$ cat src/rtl/fp_pkg.sv
// Shared constants, FSM encoding and field helpers for FP operand alignment.
package fp_pkg;

  typedef enum logic [1:0] {
    ST_IDLE  = 2'd0,
    ST_CMP   = 2'd1,
    ST_SHIFT = 2'd2,
    ST_HOLD  = 2'd3
  } align_st_e;

  localparam int          FRAC_W     = 23;
  localparam int          EXP_W      = 8;
  localparam int          MAN_W      = 32;
  localparam int          HIDDEN_BIT = 31;
  localparam int          GUARD_PAD  = 8;
  localparam logic [7:0]  EXP_ZERO   = 8'd0;
  localparam logic [7:0]  EXP_MAX    = 8'd255;

  typedef struct packed {
    logic        sign;
    logic [7:0]  exp;
    logic [22:0] frac;
  } fp32_t;

  // Denormals share the exponent of the smallest normal but lack the hidden bit.
  function automatic logic [7:0] eff_exp(input logic [7:0] e);
    return (e == EXP_ZERO) ? 8'd1 : e;
  endfunction

  function automatic logic [MAN_W-1:0] mantissa(input logic [7:0] e, input logic [22:0] frac);
    logic [MAN_W-1:0] m;
    m = '0;
    m[HIDDEN_BIT] = (e != EXP_ZERO);
    m[HIDDEN_BIT-1 -: FRAC_W] = frac;
    return m;
  endfunction

endpackage

$ cat src/rtl/shift_right.sv
// Logical right barrel shifter.
module SHIFT_RIGHT #(
  parameter int DATA_WIDTH   = 32,
  parameter int SELECT_WIDTH = 5
) (
  input  logic [DATA_WIDTH-1:0]   data_in,
  input  logic [SELECT_WIDTH-1:0] shift_num,
  output logic [DATA_WIDTH-1:0]   data_out
);

  assign data_out = data_in >> shift_num;

endmodule

$ cat src/rtl/fp_align_ctrl.sv
// Orders two single-precision operands by magnitude and aligns the smaller
// mantissa to the larger exponent, one operation per four cycles.
module fp_align_ctrl
  import fp_pkg::*;
#(
  parameter int DATA_WIDTH   = 32,
  parameter int SELECT_WIDTH = 5
) (
  input  logic                  clk,
  input  logic                  rst,
  input  logic                  in_valid,
  output logic                  in_ready,
  input  logic [DATA_WIDTH-1:0] a,
  input  logic [DATA_WIDTH-1:0] b,
  output logic                  out_valid,
  input  logic                  out_ready,
  output logic [7:0]            exp_out,
  output logic [DATA_WIDTH-1:0] man_big,
  output logic [DATA_WIDTH-1:0] man_small,
  output logic                  sign_big,
  output logic                  sign_small,
  output logic                  swap,
  output logic                  sticky,
  output logic                  special
);

  localparam logic [7:0] SHIFT_LIMIT = 8'(DATA_WIDTH - 1);

  align_st_e             state_q, state_d;
  fp32_t                 a_q, a_d, b_q, b_d;
  logic [7:0]            exp_big_q, exp_big_d, diff_q, diff_d;
  logic [DATA_WIDTH-1:0] man_b_q, man_b_d, man_s_q, man_s_d;
  logic                  sgn_b_q, sgn_b_d, sgn_s_q, sgn_s_d;
  logic                  swp_q, swp_d, spc_q, spc_d;

  logic                  in_ready_q, in_ready_d, out_valid_q, out_valid_d;
  logic [7:0]            exp_out_q, exp_out_d;
  logic [DATA_WIDTH-1:0] man_big_q, man_big_d, man_small_q, man_small_d;
  logic                  sign_big_q, sign_big_d, sign_small_q, sign_small_d;
  logic                  swap_q, swap_d, sticky_q, sticky_d, special_q, special_d;

  logic [7:0]            ea, eb;
  logic [DATA_WIDTH-1:0] ma, mb, shifted, lost_mask;
  logic                  b_larger, far;

  assign ea = eff_exp(a_q.exp);
  assign eb = eff_exp(b_q.exp);
  assign ma = mantissa(a_q.exp, a_q.frac);
  assign mb = mantissa(b_q.exp, b_q.frac);
  // Strictly greater so that equal magnitudes keep a as the big operand.
  assign b_larger = {eb, b_q.frac} > {ea, a_q.frac};

  SHIFT_RIGHT #(
    .DATA_WIDTH   (DATA_WIDTH),
    .SELECT_WIDTH (SELECT_WIDTH)
  ) u_shift (
    .data_in   (man_s_q),
    .shift_num (diff_q[SELECT_WIDTH-1:0]),
    .data_out  (shifted)
  );

  assign far       = diff_q > SHIFT_LIMIT;
  assign lost_mask = ~({DATA_WIDTH{1'b1}} << diff_q[SELECT_WIDTH-1:0]);

  always_comb begin
    state_d      = state_q;
    a_d          = a_q;
    b_d          = b_q;
    exp_big_d    = exp_big_q;
    diff_d       = diff_q;
    man_b_d      = man_b_q;
    man_s_d      = man_s_q;
    sgn_b_d      = sgn_b_q;
    sgn_s_d      = sgn_s_q;
    swp_d        = swp_q;
    spc_d        = spc_q;
    in_ready_d   = in_ready_q;
    out_valid_d  = out_valid_q;
    exp_out_d    = exp_out_q;
    man_big_d    = man_big_q;
    man_small_d  = man_small_q;
    sign_big_d   = sign_big_q;
    sign_small_d = sign_small_q;
    swap_d       = swap_q;
    sticky_d     = sticky_q;
    special_d    = special_q;
    unique case (state_q)
      ST_IDLE: begin
        if (in_valid) begin
          a_d        = fp32_t'(a[31:0]);
          b_d        = fp32_t'(b[31:0]);
          in_ready_d = 1'b0;
          state_d    = ST_CMP;
        end
      end
      ST_CMP: begin
        swp_d     = b_larger;
        exp_big_d = b_larger ? eb : ea;
        diff_d    = b_larger ? (eb - ea) : (ea - eb);
        man_b_d   = b_larger ? mb : ma;
        man_s_d   = b_larger ? ma : mb;
        sgn_b_d   = b_larger ? b_q.sign : a_q.sign;
        sgn_s_d   = b_larger ? a_q.sign : b_q.sign;
        spc_d     = (a_q.exp == EXP_MAX) || (b_q.exp == EXP_MAX);
        state_d   = ST_SHIFT;
      end
      ST_SHIFT: begin
        exp_out_d    = exp_big_q;
        man_big_d    = man_b_q;
        man_small_d  = far ? '0 : shifted;
        sticky_d     = far ? (|man_s_q) : (|(man_s_q & lost_mask));
        sign_big_d   = sgn_b_q;
        sign_small_d = sgn_s_q;
        swap_d       = swp_q;
        special_d    = spc_q;
        out_valid_d  = 1'b1;
        state_d      = ST_HOLD;
      end
      ST_HOLD: begin
        if (out_ready) begin
          out_valid_d = 1'b0;
          in_ready_d  = 1'b1;
          state_d     = ST_IDLE;
        end
      end
      default: state_d = ST_IDLE;
    endcase
  end

  always_ff @(posedge clk) begin
    if (rst) begin
      state_q      <= ST_IDLE;
      a_q          <= '0;
      b_q          <= '0;
      exp_big_q    <= '0;
      diff_q       <= '0;
      man_b_q      <= '0;
      man_s_q      <= '0;
      sgn_b_q      <= 1'b0;
      sgn_s_q      <= 1'b0;
      swp_q        <= 1'b0;
      spc_q        <= 1'b0;
      in_ready_q   <= 1'b1;
      out_valid_q  <= 1'b0;
      exp_out_q    <= '0;
      man_big_q    <= '0;
      man_small_q  <= '0;
      sign_big_q   <= 1'b0;
      sign_small_q <= 1'b0;
      swap_q       <= 1'b0;
      sticky_q     <= 1'b0;
      special_q    <= 1'b0;
    end else begin
      state_q      <= state_d;
      a_q          <= a_d;
      b_q          <= b_d;
      exp_big_q    <= exp_big_d;
      diff_q       <= diff_d;
      man_b_q      <= man_b_d;
      man_s_q      <= man_s_d;
      sgn_b_q      <= sgn_b_d;
      sgn_s_q      <= sgn_s_d;
      swp_q        <= swp_d;
      spc_q        <= spc_d;
      in_ready_q   <= in_ready_d;
      out_valid_q  <= out_valid_d;
      exp_out_q    <= exp_out_d;
      man_big_q    <= man_big_d;
      man_small_q  <= man_small_d;
      sign_big_q   <= sign_big_d;
      sign_small_q <= sign_small_d;
      swap_q       <= swap_d;
      sticky_q     <= sticky_d;
      special_q    <= special_d;
    end
  end

  assign in_ready   = in_ready_q;
  assign out_valid  = out_valid_q;
  assign exp_out    = exp_out_q;
  assign man_big    = man_big_q;
  assign man_small  = man_small_q;
  assign sign_big   = sign_big_q;
  assign sign_small = sign_small_q;
  assign swap       = swap_q;
  assign sticky     = sticky_q;
  assign special    = special_q;

endmodule

$ cat config.mk
export PLATFORM = sky130hd
export DESIGN_NAME = fp_align_ctrl
export DESIGN_NICKNAME = d
export VERILOG_FILES = /design/src/rtl/fp_pkg.sv /design/src/rtl/shift_right.sv /design/src/rtl/fp_align_ctrl.sv
export SDC_FILE = /design/constraint.sdc
export NUM_CORES = 1
export LEC_CHECK = 0
export ABC_AREA = 1
export CAP_MARGIN = 15
export CORE_ASPECT_RATIO = 0.8
export CORE_MARGIN = 2
export CORE_UTILIZATION = 30
export CTS_BUF_LIST = sky130_fd_sc_hd__clkbuf_4
export DETAILED_ROUTE_END_ITERATION = 16
export PLACE_DENSITY = 0.56
export SYNTH_ARGS = -nofsm -noshare
export SYNTH_HDL_FRONTEND = slang
export SYNTH_HIERARCHICAL = 1
export SYNTH_SLANG_ARGS = --single-unit
$ cat constraint.sdc
create_clock -name clk -period 4.2 [get_ports clk]
set_clock_uncertainty 0.15 [all_clocks]
set_input_delay 0.84 -clock clk [delete_from_list [all_inputs] [get_ports clk]]
set_output_delay 0.84 -clock clk [all_outputs]
set_load 0.02 [all_outputs]
==> results of run 1 <==
how the worst max path moves through the flow:
stage,to,cells after the start
floorplan,man_b_q[10]$_SDFFE_PP0N_,17
global placement,man_s_q[20]$_SDFFE_PP0N_,16
detailed placement,man_s_q[18]$_SDFFE_PP0N_,16
CTS,man_s_q[19]$_SDFFE_PP0N_,16
global route,man_b_q[24]$_SDFFE_PP0N_,16
finish,man_b_q[21]$_SDFFE_PP0N_,16
state kept, by name, indices dropped and copies added, names as in the netlist:
name	cells
sign_small	1
out_valid	1
man_b_q	24
sgn_b_q	1
swp_q	1
man_small	32
exp_out	8
man_big	24
sign_big	1
exp_big_q	8
spc_q	1
in_ready	1
state_q	2
a_q	32
b_q	32
diff_q	8
special	1
sticky	1
man_s_q	24
sgn_s_q	1
swap	1
layout make-up:
type / count / area share
Timing Repair Buffer: 160 / 0.114
Tap cell: 487 / 0.0448
Clock buffer: 85 / 0.0469
Multi-Input combinational cell: 1270 / 0.457
Sequential cell: 205 / 0.302
Inverter: 119 / 0.0329
Antenna cell: 2 / 0.000368
Clock inverter: 6 / 0.00212
cell families after synthesis:
kind of cell    synth area share
flops                      0.363
fa+ha+maj                 0.0522
xor+xnor                 0.00852
buf+inv                   0.0963
other cells             0.000332
compound gates             0.157
simple gates               0.323
worst max-delay path, stage by stage (launching register included):
cell     delay, ps
dfxtp_1        440
inv_1          170
nand4_1        130
nor2_1          70
nor2_1         220
inv_1          120
ha_1           350
nand2_1         70
nor2_1          30
and2_1         170
a21oi_1        240
nand2_4        300
nand2_2        150
buf_4          390
nand2_1         90
nand3_1         90
a21oi_1         70
metal layers:
metal	vias up	track usage	wire [um]
met5	-	0	0
met2	353	0.284	15700
li1	5884	-	-
met3	52	0.0371	2430
met4	0	0.0610	964
met1	5394	0.273	18700
where the power goes:
group	internal [uW]	switching, uW	total (uW)
clock	906	841	1750
combinational	2370	4770	7140
sequential	2640	539	3180
total	5910	6150	12100
cells in the final DEF, fill, tap and decap left out, drive strengths merged, types with 7 or more instances in the layout:
cell type      count
a21oi            178
buf               23
clkbuf            85
clkdlybuf4s50    137
clkinv             7
conb              23
dfxtp            205
ha                44
inv              118
nand2            358
nand3            318
nand4             13
nor2             133
nor3               9
o21ai            158
xor2               8
per-stage QoR:
stage                util  hold WS [ps]
CTS                 0.366           319
global route        0.366           329
detailed placement  0.348           310
finish              0.366           318
global placement    0.348           305
floorplan               -           296
==> metrics.cfg, run 1 <==
[global_route]
grt_pass1_wl_um = 60400
track_usage = 0.190
grt_antenna_before_repair = 1
grt_max_degree = 103
grt_pass1_vias = 11200
overflow = 0

[synthesis]
synthTopCellsByArea = dfxtp_1, nand3_1, nand2_1
ys_seq_area_frac = 0.363
synthFlopType = dfxtp_1
synth_area_um2 = 11300
synth_top_area_cell = dfxtp_1
ys_async_sr_fraction = 0
synth-edff-count = 0
synth_cell_types = 41
synth_cells = 1713
synth_warnings = 6
syn_area_per_cell_um2 = 6.60
yosysMostFrequentCell = nand2_1
yosysTopAreaCellShare = 0.363
synth-seq-cells = 205
synth.top_cells.by_count = nand2_1, nand3_1, dfxtp_1

[sta]
finalSetupViolCount = 0
tightest_slew_ps = 1070
slew_headroom = 0.283
max_freq_ghz = 0.289
final_hold_viol_count = 0
drv_slew = 0
setup_ws_ps = 739
finalCriticalPeriod_ps = 3460
fin_crit_sh = 0.824
finalSetupTns_ps = 0
rsz0062_at_grt = no

[hold_path]
min_path_cells = 2
hp-start = man_b_q[31]$_SDFFE_PP0N_
whs_endpoint = man_b_q[31]$_SDFFE_PP0N_
hold_class = reg2reg

[power_and_ir_drop]
power.leakage_uw = 0.00584
finalPower_uw = 12100
power_density_nw_per_um2 = 887
peakVddDrop_v = 0.000546

[placed_design]
place_area_um2 = 12900
dp_hpwl_um = 25900
gp_congestion = 0.891
dpl.cell_count = 2241
port_buffers = 138
pre_cts_slack_ps = 783

[detailed_routing]
wl_per_cell_um = 16.2
routed_wl_um = 37800
viasPerCell = 5.01
ant_nets = 0
drt_iter0_markers = 843
drc = 0
vias = 11700
dr.pass1.iters = 5

[clock_network]
cts_sinks = 205
root_buffer = clkbuf_4
cts_tree = built
insertion_delay_ps = 730
path_clk_slew_ps = 60
cts.path.max_buffers = 3
cts_hold_buffers = 0
numCtsBuffers = 54
post_cts_buffers = 0
cts_max_level = 2
ctsResizeCount = 0

[critical_path]
ff2ff_path_depth = 16
crit_path_end_kind = flip-flop
r2r_slack_ps = 740
crit_start = b_q[24]$_SDFFE_PP0P_
start_kind = flip-flop
arrival_ps = 3850
crit_type = reg2reg
regToRegStartpoint = b_q[24]$_SDFFE_PP0P_
crit_fanout = 40
cp.required_ps = 4590
reg2reg_to = man_b_q[21]$_SDFFE_PP0N_

[floorplan]
dieArea_um2 = 39300
initial_core_util = 0.305
dieHeight_um = 178
coreArea_um2 = 37100
io_pins = 147
rows = 63
die-width_um = 221

[run]
cap_violations = 0

[cells_and_area]
regArea_um2 = 4100
fin_cells = 2334
drive_gt1_frac = 0.0672
n_fill_cell = 4037
area.growth.synth_to_final_pct = 20.2
multiInputGateArea_um2 = 6210
design_area_um2 = 13600
nets = 1924

[run_status]
status = finished, final reports clean

No activity file was read; power rests on OpenSTA's default activity.
==> inputs of run 2 (changes only) <==
==> constraint.sdc (replaced) <==
create_clock -name clk -period 3.4 [get_ports clk]
set_clock_uncertainty 0.15 [all_clocks]
set_input_delay 0.68 -clock clk [delete_from_list [all_inputs] [get_ports clk]]
set_output_delay 0.68 -clock clk [all_outputs]
set_load 0.02 [all_outputs]
==> metrics.cfg, run 2 (synthesized netlist as in run 1, its figures left out) <==
[run_status]
status = finished, final reports clean  ; unchanged

[floorplan]
coreArea_um2 = 37100  ; unchanged
rows = 63  ; unchanged
die-width_um = 221  ; unchanged
io_pins = 147  ; unchanged
dieHeight_um = 178  ; unchanged
initial_core_util = 0.305  ; unchanged
dieArea_um2 = 39300  ; unchanged

[power_and_ir_drop]
power_frac_seq = 0.259  ; was 0.263
switching_share = 0.510  ; about the same
power_density_nw_per_um2 = 1100  ; was 887 nW/um^2
intPower_uw = 7370  ; was 5910 uW
p_sw_uw = 7670  ; was 6150 uW
p_clk_frac = 0.139  ; was 0.145
comb_power_share = 0.601  ; was 0.592
peakVddDrop_v = 0.000493  ; was 0.000546 V
power.leakage_uw = 0.00587  ; was 0.00584 uW

[sta]
finalCriticalPeriod_ps = 3130  ; was 3460 ps
rsz0062_at_grt = no  ; unchanged
max_freq_ghz = 0.319  ; was 0.289 GHz
drv_slew = 0  ; unchanged
fin_crit_sh = 0.922  ; was 0.824
finalSetupTns_ps = 0  ; unchanged
tightest_slew_ps = 1080  ; was 1070 ps
slew_headroom = 0.279  ; was 0.283
timing.hold.ws_ps = 314  ; was 318 ps
final_hold_viol_count = 0  ; unchanged
finalSetupViolCount = 0  ; unchanged

[clock_network]
numCtsBuffers = 54  ; unchanged
cts_hold_buffers = 0  ; unchanged
path_clk_slew_ps = 70  ; was 60 ps
cts_sinks = 205  ; unchanged
post_cts_buffers = 0  ; unchanged
root_buffer = clkbuf_4  ; unchanged
ctsResizeCount = 0  ; unchanged
insertion_delay_ps = 710  ; was 730 ps
cts_tree = built  ; unchanged
cts_max_level = 2  ; unchanged
cts.path.max_buffers = 3  ; unchanged

[cells_and_area]
layout_commonest_cell = nand2_1  ; unchanged
fin_cells = 2341  ; was 2,334
final_cell_mix = nand2_1, nand3_1, dfxtp_1  ; unchanged
area.growth.synth_to_final_pct = 20.8  ; was 20.2%
drive_gt1_frac = 0.0680  ; was 0.0672
nets = 1929  ; was 1,924
design_area_um2 = 13700  ; was 13,600 um^2

[placed_design]
place_area_um2 = 13000  ; was 12,900 um^2
dpl.cell_count = 2246  ; was 2,241
dp_hpwl_um = 26200  ; was 25,900 um
port_buffers = 138  ; unchanged
gp_congestion = 0.919  ; was 0.891

[detailed_routing]
dr_wl_met3_um = 2450  ; was 2430 um
drt_iter0_markers = 1304  ; was 843
wl_per_cell_um = 16.2  ; about the same
routed_wl_um = 37800  ; about the same
drc = 0  ; unchanged
vias = 11800  ; was 11,700
highest_layer = met4  ; unchanged
dr_wl_met2_um = 16000  ; was 15,700 um
dr.pass1.iters = 6  ; was 5
ant_nets = 0  ; unchanged
viasPerCell = 5.02  ; was 5.01
met1_length_um = 18700  ; about the same

[critical_path]
cp.required_ps = 3800  ; was 4590 ps
crit_type = reg2reg  ; unchanged
cpMaxStageDelayCell = dfxtp_1  ; unchanged
crit_fanout = 29  ; was 40
cp_cell_sequence = inv_1 > nand4_1 > nor2_1 > nor2_2 > inv_1 > ha_1 > nand2_1 > nor2_1 > and2_1 > a21oi_1 > nand2_4 > nand2_2 > buf_4 > nand2_1 > nand3_1 > a21oi_1  ; was inv_1 > nand4_1 > nor2_1 > nor2_1 > inv_1 > ha_1 > nand2_1 > nor2_1 > and2_1 > a21oi_1 > nand2_4 > nand2_2 > buf_4 > nand2_1 > nand3_1 > a21oi_1
slowest_delay_ps = 420  ; was 440 ps
crit_path_end_kind = flip-flop  ; unchanged
arrival_ps = 3540  ; was 3850 ps
start_kind = flip-flop  ; unchanged

[hold_path]
hold_class = reg2reg  ; unchanged

[global_route]
grt_pass1_wl_um = 60200  ; was 60,400 um
grt_max_degree = 110  ; was 103
grt_antenna_before_repair = 2  ; was 1
grt_pass1_vias = 11000  ; was 11,200
track_usage = 0.190  ; about the same
overflow = 0  ; unchanged

[run]
cap_violations = 0  ; unchanged

[run 2: changes by cell type in the layout (fill, tap and decap cells not counted)]
cell,previous run,this run
clkbuf_4,85,78
buf_12,1,4
nor2_1,132,131
clkinv_1,4,10
buf_4,21,23
clkinv_2,2,5
nor2_2,1,2
[run 2: cell type report]
cell class | instances | area [um^2]
fillers | 4002 | 23500
multi-input cells | 1270 | 6210
flip-flops and latches | 205 | 4100
repair buffers | 165 | 1630
well taps | 487 | 609
clock buffers | 78 | 586
inverters | 119 | 448
clock inverters | 15 | 66.3
diodes | 2 | 5.00
[run 2: layer usage]
metal / track usage / vias to the layer above
met3: 0.0359 / 36
met2: 0.284 / 409
li1: - / 5909
met1: 0.277 / 5396
met5: 0 / -
met4: 0.0503 / 0
[run 2: worst paths after layout]
kind,from,end,slack (ps),depth (start not counted)
setup / recovery,b_q[24]$_SDFFE_PP0P_,man_b_q[19]$_SDFFE_PP0N_,270,16
hold / removal,man_b_q[14]$_SDFFE_PP0N_,man_b_q[14]$_SDFFE_PP0N_,310,2
setup reg to reg,b_q[24]$_SDFFE_PP0P_,man_b_q[19]$_SDFFE_PP0N_,270,16
hold reg to reg,man_b_q[14]$_SDFFE_PP0N_,man_b_q[14]$_SDFFE_PP0N_,310,2
[run 2: stage by stage]
stage	power (uW)	util	worst slack (ps)
after floorplan	10200	-	942
after global placement	12800	0.350	409
after detailed placement	12900	0.350	268
after CTS	15100	0.368	261
after global routing	16500	0.368	6.51
final	15000	0.368	267
[run 2: power by group through the flow]
stage / combinational (uW) / sequential, uW / clock (uW)
after floorplan: 6060 / 4090 / 0
after global placement: 8890 / 3950 / 0
after detailed placement: 8940 / 3950 / 0
after CTS: 8980 / 3910 / 2180
after global routing: 10100 / 4010 / 2310
final: 9040 / 3900 / 2100
[run 2: critical path, delay by kind of cell (launching register included)]
family          cells  cell delay [ps]
compound gates      2              320
simple gates       10             1180
flops               1              420
buf+inv             3              550
fa+ha+maj           1              340
==> inputs of run 3 (changes only) <==
--- a/config.mk
+++ b/config.mk
@@ -15,5 +15,4 @@
 export PLACE_DENSITY = 0.56
 export SYNTH_ARGS = -nofsm -noshare
 export SYNTH_HDL_FRONTEND = slang
-export SYNTH_HIERARCHICAL = 1
 export SYNTH_SLANG_ARGS = --single-unit
==> metrics.cfg, run 3 <==
[floorplan]
io_pins = 147  ; unchanged
initial_core_util = 0.303  ; was 0.305
rows = 62  ; was 63
dieArea_um2 = 37700  ; was 39,300 um^2
die-width_um = 217  ; was 221 um
coreArea_um2 = 35800  ; was 37,100 um^2
dieHeight_um = 174  ; was 178 um

[synthesis]
synth.top_cells.by_count = nand2_1, dfxtp_1, a21oi_1  ; was nand2_1, nand3_1, dfxtp_1
syn_area_per_cell_um2 = 6.79  ; was 6.60 um^2
yosysTopAreaCellShare = 0.378  ; was 0.363
synth_area_um2 = 10900  ; was 11,300 um^2
synth_top_area_cell = dfxtp_1  ; unchanged
synth_cells = 1599  ; was 1,713
synth_cell_types = 42  ; was 41
synthTopCellsByArea = dfxtp_1, nand2_1, a21oi_1  ; was dfxtp_1, nand3_1, nand2_1
ys_async_sr_fraction = 0  ; unchanged
synth-seq-cells = 205  ; unchanged
synthFlopType = dfxtp_1  ; unchanged
yosysMostFrequentCell = nand2_1  ; unchanged
synth_warnings = 0  ; was 6
synth-edff-count = 0  ; unchanged
ys_seq_area_frac = 0.378  ; was 0.363

[run_status]
status = finished, final reports clean  ; unchanged

[cells_and_area]
drive_gt1_frac = 0.0814  ; was 0.0680
design_area_um2 = 13300  ; was 13,700 um^2
layout_commonest_cell = nand2_1  ; unchanged
area.growth.synth_to_final_pct = 22.3  ; was 20.8%
final_cell_mix = nand2_1, dfxtp_1, a21oi_1  ; was nand2_1, nand3_1, dfxtp_1
nets = 1812  ; was 1,929
fin_cells = 2214  ; was 2,341

[critical_path]
cp.required_ps = 3830  ; was 3800 ps
crit_type = reg2reg  ; unchanged
crit_fanout = 67  ; was 29
arrival_ps = 3430  ; was 3540 ps
cpMaxStageDelayCell = dfxtp_1  ; unchanged
crit_path_end_kind = flip-flop  ; unchanged
cp_cell_sequence = inv_1 > nand4_1 > nor2_1 > nor2_1 > inv_1 > ha_1 > nand2_1 > nor2_1 > nand2_1 > inv_1 > nand2_1 > nand2_1 > nor2_2 > nand2_4 > nand2_2 > buf_12 > nand2_1 > nand3_1 > a21oi_1  ; was inv_1 > nand4_1 > nor2_1 > nor2_2 > inv_1 > ha_1 > nand2_1 > nor2_1 > and2_1 > a21oi_1 > nand2_4 > nand2_2 > buf_4 > nand2_1 > nand3_1 > a21oi_1
critPathTopFamily = simple AND/OR/NAND/NOR gates  ; unchanged
crit_buf_inv = 4  ; was 3
slowest_delay_ps = 450  ; was 420 ps
cpMostUsedCell = nand2_1
start_kind = flip-flop  ; unchanged

[clock_network]
cts_max_level = 2  ; unchanged
ctsResizeCount = 0  ; unchanged
cts_tree = built  ; unchanged
cts.path.max_buffers = 3  ; unchanged
post_cts_buffers = 0  ; unchanged
numCtsBuffers = 54  ; unchanged
cts_sinks = 205  ; unchanged
root_buffer = clkbuf_4  ; unchanged
path_clk_slew_ps = 60  ; was 70 ps
cts_hold_buffers = 0  ; unchanged
insertion_delay_ps = 730  ; was 710 ps

[global_route]
overflow = 0  ; unchanged
grt_max_degree = 82  ; was 110
grt_antenna_before_repair = 1  ; was 2
track_usage = 0.192  ; was 0.190
grt_pass1_vias = 10400  ; was 11,000
grt_pass1_wl_um = 57700  ; was 60,200 um

[placed_design]
dp_hpwl_um = 26400  ; was 26,200 um
dpl.cell_count = 2122  ; was 2,246
place_area_um2 = 12600  ; was 13,000 um^2
pre_cts_slack_ps = 396  ; was 268 ps
port_buffers = 138  ; unchanged
gp_congestion = 0.867  ; was 0.919

[detailed_routing]
wl_per_cell_um = 16.4  ; was 16.2 um
drc = 0  ; unchanged
dr.pass1.iters = 8  ; was 6
routed_wl_um = 36300  ; was 37,800 um
viasPerCell = 4.92  ; was 5.02
drt_iter0_markers = 834  ; was 1,304
vias = 10900  ; was 11,800
ant_nets = 0  ; unchanged

[run]
cap_violations = 0  ; unchanged

[sta]
finalSetupTns_ps = 0  ; unchanged
rsz0062_at_grt = no  ; unchanged
slew_headroom = 0.318  ; was 0.279
fin_crit_sh = 0.884  ; was 0.922
max_freq_ghz = 0.333  ; was 0.319 GHz
setup_ws_ps = 394  ; was 267 ps
drv_slew = 0  ; unchanged
finalSetupViolCount = 0  ; unchanged
finalCriticalPeriod_ps = 3010  ; was 3130 ps
final_hold_viol_count = 0  ; unchanged
tightest_slew_ps = 1020  ; was 1080 ps

[power_and_ir_drop]
power.leakage_uw = 0.00555  ; was 0.00587 uW
finalPower_uw = 13500  ; was 15,000 uW
power_density_nw_per_um2 = 1010  ; was 1100 nW/um^2
p_sw_uw = 6530  ; was 7670 uW
p_clk_frac = 0.170  ; was 0.139
intPower_uw = 6930  ; was 7370 uW
switching_share = 0.485  ; was 0.510
peakVddDrop_v = 0.000562  ; was 0.000493 V
power_frac_seq = 0.277  ; was 0.259
comb_power_share = 0.553  ; was 0.601

[hold_path]
hold_class = reg2reg  ; unchanged

[run 3: worst paths after layout]
check                                   from                         end  slack [ps]  cells past startpoint
setup / recovery        b_q[24]$_SDFFE_PP0P_    man_b_q[19]$_SDFFE_PP0N_         390                     19
hold / removal    man_small[20]$_SDFFE_PP0P_  man_small[20]$_SDFFE_PP0P_         310                      2
setup reg to reg        b_q[24]$_SDFFE_PP0P_    man_b_q[19]$_SDFFE_PP0N_         390                     19
hold reg to reg   man_small[20]$_SDFFE_PP0P_  man_small[20]$_SDFFE_PP0P_         310                      2
[run 3: cell families (layout without fill, tap and decap cells)]
group / after synthesis / in the layout / share of synthesized area
AND/OR/NAND/NOR: 667 / 667 / 0.260
flip-flops: 205 / 205 / 0.378
AO/OA/AOI/OAI: 391 / 391 / 0.187
other: 1 / 9 / 0.000346
multiplexers: 13 / 13 / 0.0120
buffers and inverters: 266 / 393 / 0.0999
adder cells (fa/ha/maj): 46 / 46 / 0.0544
XOR/XNOR: 10 / 10 / 0.00807
[run 3: power by group through the flow]
stage	Combinational, uW	Sequential [uW]	Clock [uW]
after floorplan	5040	3780	0
after global placement	7380	3780	0
after detailed placement	7380	3780	0
after CTS	7420	3740	2370
after global routing	8430	3820	2510
final	7450	3730	2290
[run 3: worst min-delay path: stages (launching register included)]
cell and delay (ps):
dfxtp_1 310, nand2_1 60, a21oi_1 50
[run 3: per-stage QoR]
| step | util | hold WS, ps |
|---|---|---|
| after CTS | 0.371 | 287 |
| after global placement | 0.351 | 304 |
| after detailed placement | 0.351 | 307 |
| after global routing | 0.371 | 337 |
| after floorplan | - | 296 |
| final | 0.371 | 315 |
[run 3: layout make-up]
class	instances	area [um^2]
Clock inverter	7	80.1
Antenna cell	1	2.50
Sequential cell	205	4100
Timing Repair Buffer	165	1640
Tap cell	480	601
Clock buffer	84	631
Inverter	137	514
Fill cell	3890	22500
Multi-Input combinational cell	1135	5700
[run 3: layer usage]
metal / share of wire / GRT usage
met1: 0.48 / 0.272
met5: 0 / 0
met4: 0.015 / 0.0491
met3: 0.057 / 0.0380
met2: 0.44 / 0.297
==> RTL edit 1, RTL diff (settings of run 3) <==
Reset style: asynchronous (`rst`), changed in one clocked block.
--- a/src/rtl/fp_align_ctrl.sv
+++ b/src/rtl/fp_align_ctrl.sv
@@ -128,5 +128,5 @@
   end
 
-  always_ff @(posedge clk) begin
+  always_ff @(posedge clk or posedge rst) begin
     if (rst) begin
       state_q      <= ST_IDLE;
Behaviour: differs if rst is asserted again (counterexample within 4 cycles, from zero or initial values and one cycle with rst high); with rst held inactive, the same outputs for 4 cycles.
==> RTL edit 1 against run 3 <==
  * Cell area increased by 6.1%
  * Sequential cell count unchanged
  * Sequential share of layout area increased by 5.5 points
  * Global-route usage decreased by 1.0 points
  * Power increased by 18%
  * Setup slack got worse by 6.8 ps
  * Clock power increased by 2%
  * Critical endpoint is now man_b_q[12]
  * Highest routed layer unchanged
  * Synthesized cell count decreased by 2.8%
  * Hold slack got worse by 29 ps
  * Wire length decreased by 0.72%
  * Sequential power increased by 19%
  * Synthesized area increased by 5.8%
  * Maximum frequency decreased by 0.22%
  * Critical path depth decreased by 3
==> RTL edit 1: results (changes against run 3) <==
.. list-table::
   :header-rows: 1

   * - Metric
     - Value
   * - Vias per std cell
     - 4.78 (-2.8%)
   * - Slew of the pin with the lowest slew margin
     - 836 ps (-187 ps)
   * - Non-filler instance count after layout
     - 2227 (+0.59%)
   * - Part of the Yosys area used for sequential elements
     - 44.7% (+6.9 points)
   * - First-pass GRT wire length
     - 57500 µm (-0.31%)
   * - Synth top area cells
     - dfrtp_1 44%, nand2_1 17%, nand3_1 7.6%, ha_1 4.8%, inv_1 4.3%
   * - Cts bufs inserted
     - 57 (+5.6%)
   * - Leak pwr
     - 7.07 nW (+27%)
   * - DP Wirelength
     - 25900 µm (-1.9%)
   * - Number of search-and-repair iterations in the first detailed-routing pass
     - 5 (-3)
   * - Number of cells on the worst reg-to-reg path
     - 16 (-3)
   * - Worst-case setup slack after placement
     - 281 ps (-115 ps)
   * - Average detailed-routed wire length per instance
     - 16.2 µm (-1.3%)
   * - Nets
     - 1801 (-0.61%)
   * - Most common library cells after synthesis
     - 520 x nand2_1, 204 x dfrtp_1, 175 x nand3_1
   * - Syn avg cell area
     - 7.39 µm² (+8.9%)
   * - Maximum number of pins on one net before global-route repair
     - 73 (-11%)
   * - Starting DRT DRC Count
     - 812 (-2.6%)
   * - Peak ir drop on the vdd network
     - 0.602 mV (+7.1%)
   * - Max Clock Freq
     - 332 MHz (-0.22%)
   * - Launch instance of the worst register-to-register path
     - a_q[24]
   * - Vias in the first global route
     - 10300 (-0.59%)
   * - Global-route usage over all layers
     - 18.2% (-1.0 points)
   * - Run status
     - finished clean
   * - Count of unique library cells instantiated by Yosys
     - 38 (-9.5%)
-- RTL edit 1: changes by cell type after synthesis, sizes merged, moves of 14 or more --
cell	before	now
nand2	341	522
dfxtp	205	0
dfrtp	0	204
o21ai	180	69
a21oi	181	93
buf	33	47
clkbuf	96	57
-- RTL edit 1: metal layers --
metal	vias up	GRT usage, %	wire [µm]
li1	5254	-	-
met1	4998	27.9	18700
met2	350	25.8	14500
met3	46	3.43	2240
met4	0	4.70	602
met5	-	0	0
-- RTL edit 1: layout make-up --
class / count / area (µm²)
clock inverters: 15 / 95.1
well taps: 495 / 619
multi-input cells: 1113 / 5360
repair buffers: 171 / 1700
clock buffers: 86 / 646
flip-flops and latches: 205 / 5130
fillers: 4107 / 23900
inverters: 139 / 526
diodes: 3 / 7.51
-- RTL edit 1: metrics by stage --
stage | hold WS (ps) | power [W]
2_1_floorplan | 296 | 0.0107
3_5_place_dp | 309 | 0.0136
4_1_cts | 242 | 0.0161
5_1_grt | 263 | 0.0175
3_3_place_gp | 306 | 0.0135
6_report | 286 | 0.0159
-- RTL edit 1: kinds of logic (layout without fill, tap and decap cells) --
logic type	after synthesis	after routing	share of synthesized area, %
AOI/OAI and AO/OA	193	193	9.13
xor gates and xnor gates	9	9	0.687
adders and majority gates	46	46	5.14
buffers and inverters	243	411	8.96
DFF	205	205	44.7
muxes	12	12	1.05
other	1	11	0.0327
and+or+nand+nor	845	845	30.3
-- RTL edit 1: worst max-delay path by stage --
stage / startpoint / cells after the start / end
after detailed placement: a_q[24] / 16 / man_b_q[12]
after floorplan: rst / 1 / a_q[0]
after CTS: a_q[24] / 16 / man_b_q[12]
after global routing: a_q[24] / 15 / exp_big_q[4]
final: a_q[24] / 16 / man_b_q[12]
after global placement: a_q[24] / 16 / man_b_q[12]
-- RTL edit 1: power by group --
| group | total (W) | internal [W] | switching, W |
|---|---|---|---|
| clock | 0.00233 | 0.00123 | 0.00110 |
| combinational | 0.00917 | 0.00318 | 0.00599 |
| sequential | 0.00445 | 0.00361 | 0.000846 |
| total | 0.0159 | 0.00802 | 0.00793 |
-- RTL edit 1: worst max-delay path, cell delays in order (launching register included) --
cell     delay, ps
dfrtp_1        410
inv_1          200
nand4_1        180
nor2_1         230
nor2_1         120
ha_1           330
nand4_1        100
nor2_1         160
nand2_1         90
nor2_1          90
nand2_1         70
nand2_2        110
nand2_4        170
buf_4          240
nand2_1         70
nand3_1        110
nand2_1        110
==> RTL edit 2, RTL diff (settings of run 3) <==
Without the edit above. Change the package constant `EXP_MAX` from 8'd255 to 8'd127.
--- a/src/rtl/fp_pkg.sv
+++ b/src/rtl/fp_pkg.sv
@@ -15,5 +15,5 @@
   localparam int          GUARD_PAD  = 8;
   localparam logic [7:0]  EXP_ZERO   = 8'd0;
-  localparam logic [7:0]  EXP_MAX    = 8'd255;
+  localparam logic [7:0]  EXP_MAX    = 8'd127;
 
   typedef struct packed {
Function: changed (a bounded check fails within 4 cycles, from zero or initial values and one cycle with rst high).
==> RTL edit 2 against run 3 <==
  * Combinational power increased by 0.5%
  * Non-clock buffer count increased by 4
  * Synthesized cell count about the same
  * Wire length increased by 1.2%
  * Global-route usage increased by 0.059 points
  * Sequential cell count unchanged
  * Utilization increased by 0.20 points
  * Synthesized area about the same
  * Cell area increased by 0.53%
  * Setup slack improved by 27 ps
  * Power increased by 0.52%
  * Count of clock-buffer cells in the layout decreased by 1
  * Largest power group unchanged
  * Highest routed layer unchanged
==> RTL edit 2: results (changes against run 3) <==
.. list-table::
   :header-rows: 1

   * - Metric
     - Value
   * - Synthesized-area fraction occupied by adder cells
     - 5.44% (about the same)
   * - Vias after detailed routing
     - 10900 (+0.36%)
   * - Number of search-and-repair iterations in the first detailed-routing pass
     - 5 (-3)
   * - Worst-case setup slack after placement
     - 302 ps (-94.4 ps)
   * - Number of instances in the placed design
     - 2126 (+0.19%)
   * - Cts bufs inserted
     - 56 (+3.7%)
   * - Starting DRT DRC Count
     - 822 (-1.4%)
   * - CP max FO
     - 41 (-39%)
   * - Global-route track usage on met2
     - 29.8% (+0.093 points)
   * - Vias per std cell
     - 4.90 (-0.36%)
   * - Nets
     - 1819 (+0.39%)
   * - Share of final-layout standard cells stronger than drive strength 1
     - 8.41% (+0.27 points)
   * - Final WL
     - 36700 µm (+1.2%)
   * - Arrival time of data at the critical path endpoint
     - 3380 ps (-50 ps)
   * - Worst max-slew margin expressed relative to the limit
     - 45.5% (+14 points)
   * - Post-Place Cell Area
     - 12600 µm² (+0.25%)
   * - Sum of routed wire segments on met1
     - 18500 µm (+5.2%)
   * - Internal power
     - 0.00691 W (-0.27%)
   * - Run status
     - finished clean
   * - Routability cong.
     - 0.877 (+1.2%)
   * - First-pass GRT wire length
     - 58200 µm (+0.96%)
   * - Metal3 WL
     - 1920 µm (-7.5%)
   * - Global-route usage over all layers
     - 19.3% (+0.059 points)
   * - Most common library cells after synthesis
     - 339 x nand2_1, 205 x dfxtp_1, 181 x a21oi_1
   * - Worst hold path startpoint
     - man_small[25]
   * - Post-synthesis mux area share
     - 1.20% (about the same)
   * - Antenna violations before repair
     - 2 (+1)
   * - Met3 Track Usage GR
     - 3.48% (-0.31 points)
   * - Vias in the first global route
     - 10500 (+1.1%)
   * - Power density over the cells
     - 1010 nW/µm² (about the same)
   * - Post-Syn Instances
     - 1600 (+0.063%)
   * - Compound-Gate Fraction of Synth Area
     - 18.6% (-0.025 points)
   * - Synth top area cells
     - dfxtp_1 38%, nand2_1 12%, a21oi_1 8.3%, o21ai_0 8.3%, nand3_1 7.6%
-- RTL edit 2: changes by cell type in the layout (fill, tap and decap cells not counted), moves of 2 or more --
| cell | change |
|---|---|
| nor2_2 | +2 |
| buf_4 | +2 |
| clkinv_1 | +7 |
| nand2_2 | -2 |
| nand2_1 | +2 |
| buf_12 | +2 |
| clkinv_2 | +3 |
-- RTL edit 2: path summary, 6_finish.rpt --
check / to / slack (ps) / cells after the start
worst max-delay path: man_b_q[31] / 420 / 19
worst min-delay path: man_small[25] / 310 / 2
worst max register to register: man_b_q[31] / 420 / 19
worst min register to register: man_small[25] / 310 / 2
-- RTL edit 2: layout make-up --
type / instances / area [µm²]
Sequential cell: 205 / 4100
Tap cell: 480 / 601
Clock inverter: 18 / 98.8
Multi-Input combinational cell: 1136 / 5700
Clock buffer: 83 / 623
Inverter: 137 / 514
Antenna cell: 2 / 5.00
Fill cell: 3865 / 22400
Timing Repair Buffer: 169 / 1700
